**config.mk**
```make
export PLATFORM = sky130hd
export DESIGN_NAME = sd_disp_arb_flat
export DESIGN_NICKNAME = d
export VERILOG_FILES = /design/src/rtl/sd_disp_arb_if.sv /design/src/rtl/sd_disp_arb.sv /design/src/flat_wrapper.sv
export SDC_FILE = /design/constraint.sdc
export NUM_CORES = 1
export LEC_CHECK = 0
export CAP_MARGIN = 20
export CORE_ASPECT_RATIO = 0.5
export CORE_MARGIN = 4
export CORE_UTILIZATION = 47
export CTS_CLUSTER_SIZE = 30
export DETAILED_ROUTE_END_ITERATION = 10
export PLACE_DENSITY_LB_ADDON = 0.15
export SYNTH_ARGS = -nofsm -noshare
export SYNTH_HDL_FRONTEND = slang
export SYNTH_SLANG_ARGS = --single-unit
```
**constraint.sdc**
```tcl
create_clock -name sysclk -period 3.32 [get_ports sysclk]
set_input_delay 0.498 -clock sysclk [delete_from_list [all_inputs] [get_ports sysclk]]
set_output_delay 0.498 -clock sysclk [all_outputs]
set_load 0.005 [all_outputs]
```
**src/rtl/sd_disp_arb_if.sv**
```systemverilog
// Display-arbiter bus: three requesters' frames and requests in,
// selected owner and latched frame out to the 595 scan controller.
interface sd_disp_arb_if;
    logic [2:0]  req;
    logic [2:0]  upd;
    logic [23:0] data0;
    logic [23:0] data1;
    logic [23:0] data2;
    logic [5:0]  tw0;
    logic [5:0]  tw1;
    logic [5:0]  tw2;
    logic [5:0]  dp0;
    logic [5:0]  dp1;
    logic [5:0]  dp2;
    logic [2:0]  gnt;
    logic        valid_sd;
    logic [23:0] data_sd;
    logic [5:0]  twinkle;
    logic [5:0]  dp;

    // Requester side drives requests and frames, reads grant and frame.
    modport master (
        output req, upd, data0, data1, data2, tw0, tw1, tw2, dp0, dp1, dp2,
        input  gnt, valid_sd, data_sd, twinkle, dp
    );

    // Arbiter side.
    modport slave (
        input  req, upd, data0, data1, data2, tw0, tw1, tw2, dp0, dp1, dp2,
        output gnt, valid_sd, data_sd, twinkle, dp
    );
endinterface

```
**src/rtl/sd_disp_arb.sv**
```systemverilog
// Seven-segment display arbiter: picks one of three requesters (2 > 1 > 0),
// latches its frame, pulses valid_sd on every new frame, holds ownership for
// a minimum time before preemption, re-issues the frame periodically and
// blanks the display when nobody is requesting.
module sd_disp_arb #(
    parameter int MIN_HOLD = 50_000_000,
    parameter int REFRESH  = 1_000_000,
    parameter int CNT_W    = 26
) (
    input  logic          sysclk,
    input  logic          rst,
    sd_disp_arb_if.slave  bus
);

    typedef enum logic [1:0] {
        ST_IDLE,
        ST_LOAD,
        ST_HOLD
    } state_t;

    localparam logic [CNT_W-1:0] HOLD_MAX    = CNT_W'(MIN_HOLD - 1);
    localparam logic [CNT_W-1:0] REFRESH_MAX = CNT_W'(REFRESH - 1);
    localparam logic [CNT_W-1:0] CNT_ONE     = {{(CNT_W-1){1'b0}}, 1'b1};
    localparam logic [CNT_W-1:0] CNT_ZERO    = '0;
    localparam logic [23:0]      BLANK_DIGITS = 24'hFFFFFF;

    state_t           state_q;
    logic [2:0]       gnt_q;
    logic             valid_q;
    logic [23:0]      data_q;
    logic [5:0]       tw_q;
    logic [5:0]       dp_q;
    logic [CNT_W-1:0] hold_cnt_q;
    logic [CNT_W-1:0] hold_cnt_d;
    logic [CNT_W-1:0] refresh_cnt_q;

    logic [2:0]       pick;
    logic             higher_req;
    logic             owner_req;
    logic             owner_upd;
    logic             refresh_wrap;
    logic             hold_done;
    logic [23:0]      sel_data;
    logic [5:0]       sel_tw;
    logic [5:0]       sel_dp;

    // Highest-priority active request, one-hot.
    always_comb begin
        pick = 3'b000;
        if (bus.req[2])      pick = 3'b100;
        else if (bus.req[1]) pick = 3'b010;
        else if (bus.req[0]) pick = 3'b001;
    end

    // Is anyone above the current owner asking for the display?
    always_comb begin
        higher_req = 1'b0;
        case (gnt_q)
            3'b001:  higher_req = bus.req[2] | bus.req[1];
            3'b010:  higher_req = bus.req[2];
            default: higher_req = 1'b0;
        endcase
    end

    // Owner's live frame inputs; the grant is already stable while they are latched.
    always_comb begin
        sel_data = bus.data0;
        sel_tw   = bus.tw0;
        sel_dp   = bus.dp0;
        case (gnt_q)
            3'b010: begin
                sel_data = bus.data1;
                sel_tw   = bus.tw1;
                sel_dp   = bus.dp1;
            end
            3'b100: begin
                sel_data = bus.data2;
                sel_tw   = bus.tw2;
                sel_dp   = bus.dp2;
            end
            default: begin
                sel_data = bus.data0;
                sel_tw   = bus.tw0;
                sel_dp   = bus.dp0;
            end
        endcase
    end

    // Saturating hold count and per-cycle event decode.
    always_comb begin
        owner_req    = |(bus.req & gnt_q);
        owner_upd    = |(bus.upd & gnt_q);
        refresh_wrap = (refresh_cnt_q == REFRESH_MAX);
        hold_done    = (hold_cnt_q == HOLD_MAX);
        hold_cnt_d   = hold_done ? hold_cnt_q : hold_cnt_q + CNT_ONE;
    end

    // Ownership state machine with registered grant and frame outputs.
    always_ff @(posedge sysclk) begin
        if (rst) begin
            state_q       <= ST_IDLE;
            gnt_q         <= 3'b000;
            valid_q       <= 1'b0;
            data_q        <= BLANK_DIGITS;
            tw_q          <= 6'b000000;
            dp_q          <= 6'b000000;
            hold_cnt_q    <= CNT_ZERO;
            refresh_cnt_q <= CNT_ZERO;
        end else begin
            valid_q <= 1'b0;
            case (state_q)
                ST_IDLE: begin
                    if (|bus.req) begin
                        state_q       <= ST_LOAD;
                        gnt_q         <= pick;
                        hold_cnt_q    <= CNT_ZERO;
                        refresh_cnt_q <= CNT_ZERO;
                    end
                end
                ST_LOAD: begin
                    data_q  <= sel_data;
                    tw_q    <= sel_tw;
                    dp_q    <= sel_dp;
                    valid_q <= 1'b1;
                    state_q <= ST_HOLD;
                end
                ST_HOLD: begin
                    if (!owner_req && (|bus.req)) begin
                        // Owner released: hand over immediately, no hold needed.
                        state_q       <= ST_LOAD;
                        gnt_q         <= pick;
                        hold_cnt_q    <= CNT_ZERO;
                        refresh_cnt_q <= CNT_ZERO;
                    end else if (!owner_req) begin
                        // Nobody left: blank the display once.
                        state_q       <= ST_IDLE;
                        gnt_q         <= 3'b000;
                        data_q        <= BLANK_DIGITS;
                        tw_q          <= 6'b000000;
                        dp_q          <= 6'b000000;
                        valid_q       <= 1'b1;
                        hold_cnt_q    <= CNT_ZERO;
                        refresh_cnt_q <= CNT_ZERO;
                    end else if (higher_req && hold_done) begin
                        state_q       <= ST_LOAD;
                        gnt_q         <= pick;
                        hold_cnt_q    <= CNT_ZERO;
                        refresh_cnt_q <= CNT_ZERO;
                    end else begin
                        hold_cnt_q <= hold_cnt_d;
                        // Owner update and periodic re-issue share one relatch/pulse.
                        if (owner_upd || refresh_wrap) begin
                            data_q        <= sel_data;
                            tw_q          <= sel_tw;
                            dp_q          <= sel_dp;
                            valid_q       <= 1'b1;
                            refresh_cnt_q <= CNT_ZERO;
                        end else begin
                            refresh_cnt_q <= refresh_cnt_q + CNT_ONE;
                        end
                    end
                end
                default: begin
                    state_q <= ST_IDLE;
                    gnt_q   <= 3'b000;
                end
            endcase
        end
    end

    assign bus.gnt      = gnt_q;
    assign bus.valid_sd = valid_q;
    assign bus.data_sd  = data_q;
    assign bus.twinkle  = tw_q;
    assign bus.dp       = dp_q;

endmodule

```
**src/flat_wrapper.sv**
```systemverilog
// flat-port wrapper written by rule: the top's interface ports become plain ports
module sd_disp_arb_flat 
#(
    parameter int MIN_HOLD = 50_000_000,
    parameter int REFRESH  = 1_000_000,
    parameter int CNT_W    = 26
)
  (sysclk, rst, bus_req, bus_upd, bus_data0, bus_data1, bus_data2, bus_tw0, bus_tw1, bus_tw2, bus_dp0, bus_dp1, bus_dp2, bus_gnt, bus_valid_sd, bus_data_sd, bus_twinkle, bus_dp);
  sd_disp_arb_if bus_i ();
  input  logic sysclk;
  input  logic rst;
  input wire logic [$bits(bus_i.req)-1:0] bus_req;
  input wire logic [$bits(bus_i.upd)-1:0] bus_upd;
  input wire logic [$bits(bus_i.data0)-1:0] bus_data0;
  input wire logic [$bits(bus_i.data1)-1:0] bus_data1;
  input wire logic [$bits(bus_i.data2)-1:0] bus_data2;
  input wire logic [$bits(bus_i.tw0)-1:0] bus_tw0;
  input wire logic [$bits(bus_i.tw1)-1:0] bus_tw1;
  input wire logic [$bits(bus_i.tw2)-1:0] bus_tw2;
  input wire logic [$bits(bus_i.dp0)-1:0] bus_dp0;
  input wire logic [$bits(bus_i.dp1)-1:0] bus_dp1;
  input wire logic [$bits(bus_i.dp2)-1:0] bus_dp2;
  output wire logic [$bits(bus_i.gnt)-1:0] bus_gnt;
  output wire logic [$bits(bus_i.valid_sd)-1:0] bus_valid_sd;
  output wire logic [$bits(bus_i.data_sd)-1:0] bus_data_sd;
  output wire logic [$bits(bus_i.twinkle)-1:0] bus_twinkle;
  output wire logic [$bits(bus_i.dp)-1:0] bus_dp;
  assign bus_i.req = bus_req;
  assign bus_i.upd = bus_upd;
  assign bus_i.data0 = bus_data0;
  assign bus_i.data1 = bus_data1;
  assign bus_i.data2 = bus_data2;
  assign bus_i.tw0 = bus_tw0;
  assign bus_i.tw1 = bus_tw1;
  assign bus_i.tw2 = bus_tw2;
  assign bus_i.dp0 = bus_dp0;
  assign bus_i.dp1 = bus_dp1;
  assign bus_i.dp2 = bus_dp2;
  assign bus_gnt = bus_i.gnt;
  assign bus_valid_sd = bus_i.valid_sd;
  assign bus_data_sd = bus_i.data_sd;
  assign bus_twinkle = bus_i.twinkle;
  assign bus_dp = bus_i.dp;
  sd_disp_arb #(.MIN_HOLD(MIN_HOLD), .REFRESH(REFRESH), .CNT_W(CNT_W)) u_core (.sysclk(sysclk), .rst(rst), .bus(bus_i));
endmodule
```
* After elaboration in Yosys (flattened, before gate mapping)
Index checks and enable logic that the tools add are counted.
** Storage, ports and cells
- Register bits after elaboration :: 94
- Logic and storage cells :: 90
- Output and inout port bits :: 40
- Bits of input ports :: 116
** Operators by class
- Mux-type cells :: 48
- $add $sub $neg :: 2
- Bitwise logic cells :: 4
- Eq/ne operators :: 13
- Reductions and logical operators :: 15
** Operators by type and width (count)
- 26-bit two-way mux :: 9
- 26-bit case mux with 2 select lines :: 2
- 24-bit two-way mux :: 4
- 24-bit case mux with 2 select lines :: 2
- 26-bit by 1-bit adder with 26-bit output (second input constant) :: 2
- 6-bit two-way mux :: 8
- 6-bit case mux with 2 select lines :: 4
- 26-bit by 20-bit == test with 1-bit output (second input constant) :: 1
- 26-bit == test (second input constant) :: 1
- 3-bit two-way mux :: 6
- 3-bit case mux with 3 select lines :: 1
- 3-bit OR reduction :: 3
- 2-bit two-way mux :: 4
- 3-bit bitwise AND :: 2
- 3-bit != test (second input constant) :: 2
- 2-bit case mux with 3 select lines :: 1
- 3-bit AND reduction :: 2
- 1-bit two-way mux :: 5
- 5-bit != test (second input constant) :: 1
- 4-bit != test (second input constant) :: 1
- 1-bit case mux with 2 select lines :: 2
- 2-bit AND reduction :: 2
- 4-bit AND reduction :: 1
- 2-bit nonzero test :: 2
- 13 further kinds :: 14

* Longest topological paths before layout
- Depth after elaboration :: 8
- Depth in mapped cells :: 10
- Depth with buffers taken out :: 8

* Worst setup path after synthesis
Ideal clock, no wire load.
- Path type :: register to register
- From :: register u_core.hold_cnt_q[0]
- To :: register u_core.data_q[10], in the netlist u_core.bus.data_sd[10]
- Arrival time :: 2.190 ns
- Slack :: 0.996 ns
- Library setup time :: 0.134 ns
- Clock period less this slack :: 2.324 ns
- Path buffers :: 2
- Stages on the path, launching flop included :: 10
- Path through :: dfxtp_1 > ha_1 > and4_1 > clkbuf_1 > and4_1 > a31oi_1 > o221ai_4 > buf_4 > a2111oi_0 > a21oi_1
** On the way
- Word-level cells in the longest chain between the ends :: 4
** Ends and longest elaborated chain
- from (decl) :: RTL line sd_disp_arb.sv:33 : logic [CNT_W-1:0] hold_cnt_q;
- from (signal assigned) :: RTL line sd_disp_arb.sv:150 : hold_cnt_q <= hold_cnt_d;
- 26-bit == test :: RTL line sd_disp_arb.sv:94 : hold_done = (hold_cnt_q == HOLD_MAX);
- 1-bit logical AND :: RTL line sd_disp_arb.sv:144 : end else if (higher_req && hold_done) begin
- 3-bit != test (no source line)
- 4-bit AND reduction (no source line)
- to (signal assigned) :: RTL line sd_disp_arb.sv:121 : data_q <= sel_data;
- to (signal assigned) :: RTL line sd_disp_arb.sv:153 : data_q <= sel_data;
- to (decl) :: RTL line sd_disp_arb.sv:30 : logic [23:0] data_q;
No other way between the ends.
A chain may end at the register's enable or synchronous reset.

* Worst setup path in the final report
- From :: register u_core.refresh_cnt_q[0]
- To :: register u_core.data_q[17], in the netlist u_core.bus.data_sd[17]
** On the way
- Word-level cells in the longest chain between the ends :: 4
** Ends and longest elaborated chain
- from (decl) :: RTL line sd_disp_arb.sv:35 : logic [CNT_W-1:0] refresh_cnt_q;
- from (signal assigned) :: RTL line sd_disp_arb.sv:159 : refresh_cnt_q <= refresh_cnt_q + CNT_ONE;
- 26-bit by 20-bit == test with 1-bit output :: RTL line sd_disp_arb.sv:93 : refresh_wrap = (refresh_cnt_q == REFRESH_MAX);
- 1-bit logical OR :: RTL line sd_disp_arb.sv:152 : if (owner_upd || refresh_wrap) begin
- 3-bit != test (no source line)
- 4-bit AND reduction (no source line)
No other way between the ends.

==> results.json <==
{
  "gp_congestion": 0.938,
  "nets": 864,
  "clock_latency_ns": 0.34,
  "area_growth_pct": 37.8,
  "fin_worst_skew_ns": 0.00986,
  "drc_errors": 0,
  "grt_pass1_vias": 5181,
  "finalPower_w": 0.00337,
  "track_usage": 0.249,
  "hold_viol_final": 0,
  "maxSlewHeadroom": 0.432,
  "arrival_ns": 3.12,
  "post_cts_buffers": 0,
  "ant_nets": 0,
  "drv_slew": 0,
  "pwr-share-comb": 0.306,
  "antenna_found_initial": 0,
  "start_util": 0.491,
  "grt_max_degree": 65,
  "fp.dieW_um": 155,
  "grt_overflow_total": 0,
  "yosysSeqAreaShare": 0.369,
  "rsz0062_at_grt": "false",
  "vias_per_cell": 5.97,
  "ctsResizeCount": 0,
  "p_sw_w": 0.00102,
  "die-area_um2": 12700,
  "synth_edf_count": 0,
  "power-per-cell-area_nw_per_um2": 479,
  "fmax_mhz": 344,
  "synth.distinct_cells": 61,
  "worst-setup-path-type": "flip-flop to flip-flop",
  "ys_ff_latch": 94,
  "pwr-share-seq": 0.391,
  "worstPathRequired_ns": 3.53,
  "cts.sinks": 94,
  "synthCells": 604,
  "clk_pin_slew_ns": 0.07,
  "numCtsBuffers": 9,
  "place_hpwl_um": 11600,
  "htree_levels": 3,
  "ys.flop_type": "dfxtp_1",
  "syn_nets": 726,
  "finalCritPeriodShare": 0.876,
  "endpoint_kind": "flip-flop",
  "internal-power_w": 0.00235,
  "grt_pass1_wl_um": 25500,
  "fin_tns_setup_ns": 0,
  "cts_hold_buf": 0,
  "port_buffers": 155,
  "fin_crit_ns": 2.91,
  "path_max_fanout": 29,
  "final_common_cell": "clkdlybuf4s50_1",
  "wl_per_cell_um": 17.5,
  "finish.utilization": 0.677,
  "die_height_um": 81.7,
  "irDropWorstVdd_uv": 275,
  "layout-drive-gt1-share": 0.0629,
  "dr.first_iter.drc_count": 444,
  "hp-class": "flip-flop to flip-flop",
  "ff2ff_setup_slack_ns": 0.41,
  "ctsLongestPathBuffers": 2,
  "coreArea_um2": 10400,
  "hold_ws_ns": 0.484,
  "status": "completed",
  "setup_viol": 0,
  "cp_cell_sequence": "ha_1, nand3_1, or2_1, o31ai_2, o221ai_4, buf_4, a2111oi_0, a21oi_1",
  "first_pass_iters": 5,
  "final_cell_mix": "154 x clkdlybuf4s50_1, 94 x dfxtp_1, 64 x nor2_1, 56 x a21oi_1, 39 x a22o_1",
  "clockRootBuffer": "clkbuf_16",
  "cts_tree": "yes",
  "ios": 156,
  "pwr-share-clk": 0.303,
  "async_flop_share": 0,
  "routed_wl_um": 15500,
  "syn_area_per_cell_um2": 8.44,
  "critPathMaxStageDelay_ns": 0.52,
  "vias": 5292,
  "netlist_area_um2": 5100,
  "yosysWarnings": 0,
  "critPathLaunchType": "flip-flop",
  "p_leak_nw": 2.40,
  "critPathSlowestCell": "o31ai_2",
  "worstMarginPinSlew_ns": 0.852,
  "n_antenna_cell": 0,
  "cap_viol_max_count": 0,
  "row_count": 26,
  "switching_share": 0.303
}
## cells by family after synthesis
group / Yosys count / share of synthesized area
compound gates: 190 / 0.272
xor+xnor: 18 / 0.0309
fa+ha+maj: 6 / 0.0147
buf+inv: 51 / 0.0478
flops: 94 / 0.369
mux: 2 / 0.00393
simple gates: 243 / 0.262
## power by group through the flow
stage | clock [W] | sequential, W | combinational (W)
3_3_place_gp | 0 | 0.00134 | 0.00101
6_report | 0.00102 | 0.00132 | 0.00103
5_1_grt | 0.00109 | 0.00133 | 0.00112
3_5_place_dp | 0 | 0.00134 | 0.00103
2_1_floorplan | 0 | 0.00134 | 0.000526
4_1_cts | 0.00104 | 0.00132 | 0.00103
## stage by stage
stage	area, um2	instances	setup slack, ns
global placement	6730	870	0.306
detailed placement	6730	870	0.184
floorplan	5100	604	0.996
finish	7030	887	0.412
global route	7030	887	0.133
CTS	7020	886	0.396
## path summary, 6_finish.rpt
check                                                     startpoint                             endpoint  cells past startpoint
worst max register to register  u_core.refresh_cnt_q[0]$_SDFFE_PP0P_  u_core.bus.data_sd[17]$_SDFFE_PP1P_                      8
worst max-delay path            u_core.refresh_cnt_q[0]$_SDFFE_PP0P_  u_core.bus.data_sd[17]$_SDFFE_PP1P_                      8
worst min register to register         u_core.bus.dp[4]$_SDFFE_PP0P_        u_core.bus.dp[4]$_SDFFE_PP0P_                      2
worst min-delay path                   u_core.bus.dp[4]$_SDFFE_PP0P_        u_core.bus.dp[4]$_SDFFE_PP0P_                      2
## synth_stat cells (15+ instances only)
cell        n  share of area
xor2_1     15          0.026
a2111oi_0  25          0.043
o21ai_0    15          0.015
a21oi_1    56          0.055
nand4_1    16          0.020
a22o_1     39          0.067
nand3b_1   18          0.026
nor2_1     65          0.048
clkbuf_1   29          0.021
dfxtp_1    94           0.37
nand2_1    31          0.023
and3_1     16          0.020
nand3_1    25          0.025
nor3_1     19          0.019
## sequential cells by signal, summed over array words and instances (netlist names)
name,flops
u_core.hold_cnt_q,26
u_core.refresh_cnt_q,26
u_core.bus.data_sd,24
u_core.bus.dp,6
u_core.bus.twinkle,6
u_core.bus.gnt,3
u_core.state_q,2
u_core.bus.valid_sd,1
## final cells by class
type                            instances  area, um2
Fill cell                             884       3350
Multi-Input combinational cell        459       2990
Sequential cell                        94       1880
Timing Repair Buffer                  171       1670
Clock buffer                           10        229
Tap cell                              140        175
Clock inverter                          6       61.3
Inverter                                7       26.3
## metal layers
metal | vias to the layer above | GRT usage | part of all wire
met5 | - | 0 | 0
met4 | 0 | 0.0856 | 0.018
met3 | 25 | 0.0837 | 0.082
met2 | 202 | 0.432 | 0.49
met1 | 2471 | 0.293 | 0.41
li1 | 2594 | - | -
## worst max-delay path, delay by kind of cell (launching register included)
family / cells / cell delay, ns
compound gates: 4 / 1.40
flops: 1 / 0.40
buf+inv: 1 / 0.33
fa+ha+maj: 1 / 0.21
simple gates: 2 / 0.44
Power figures use the tool's default switching activity.
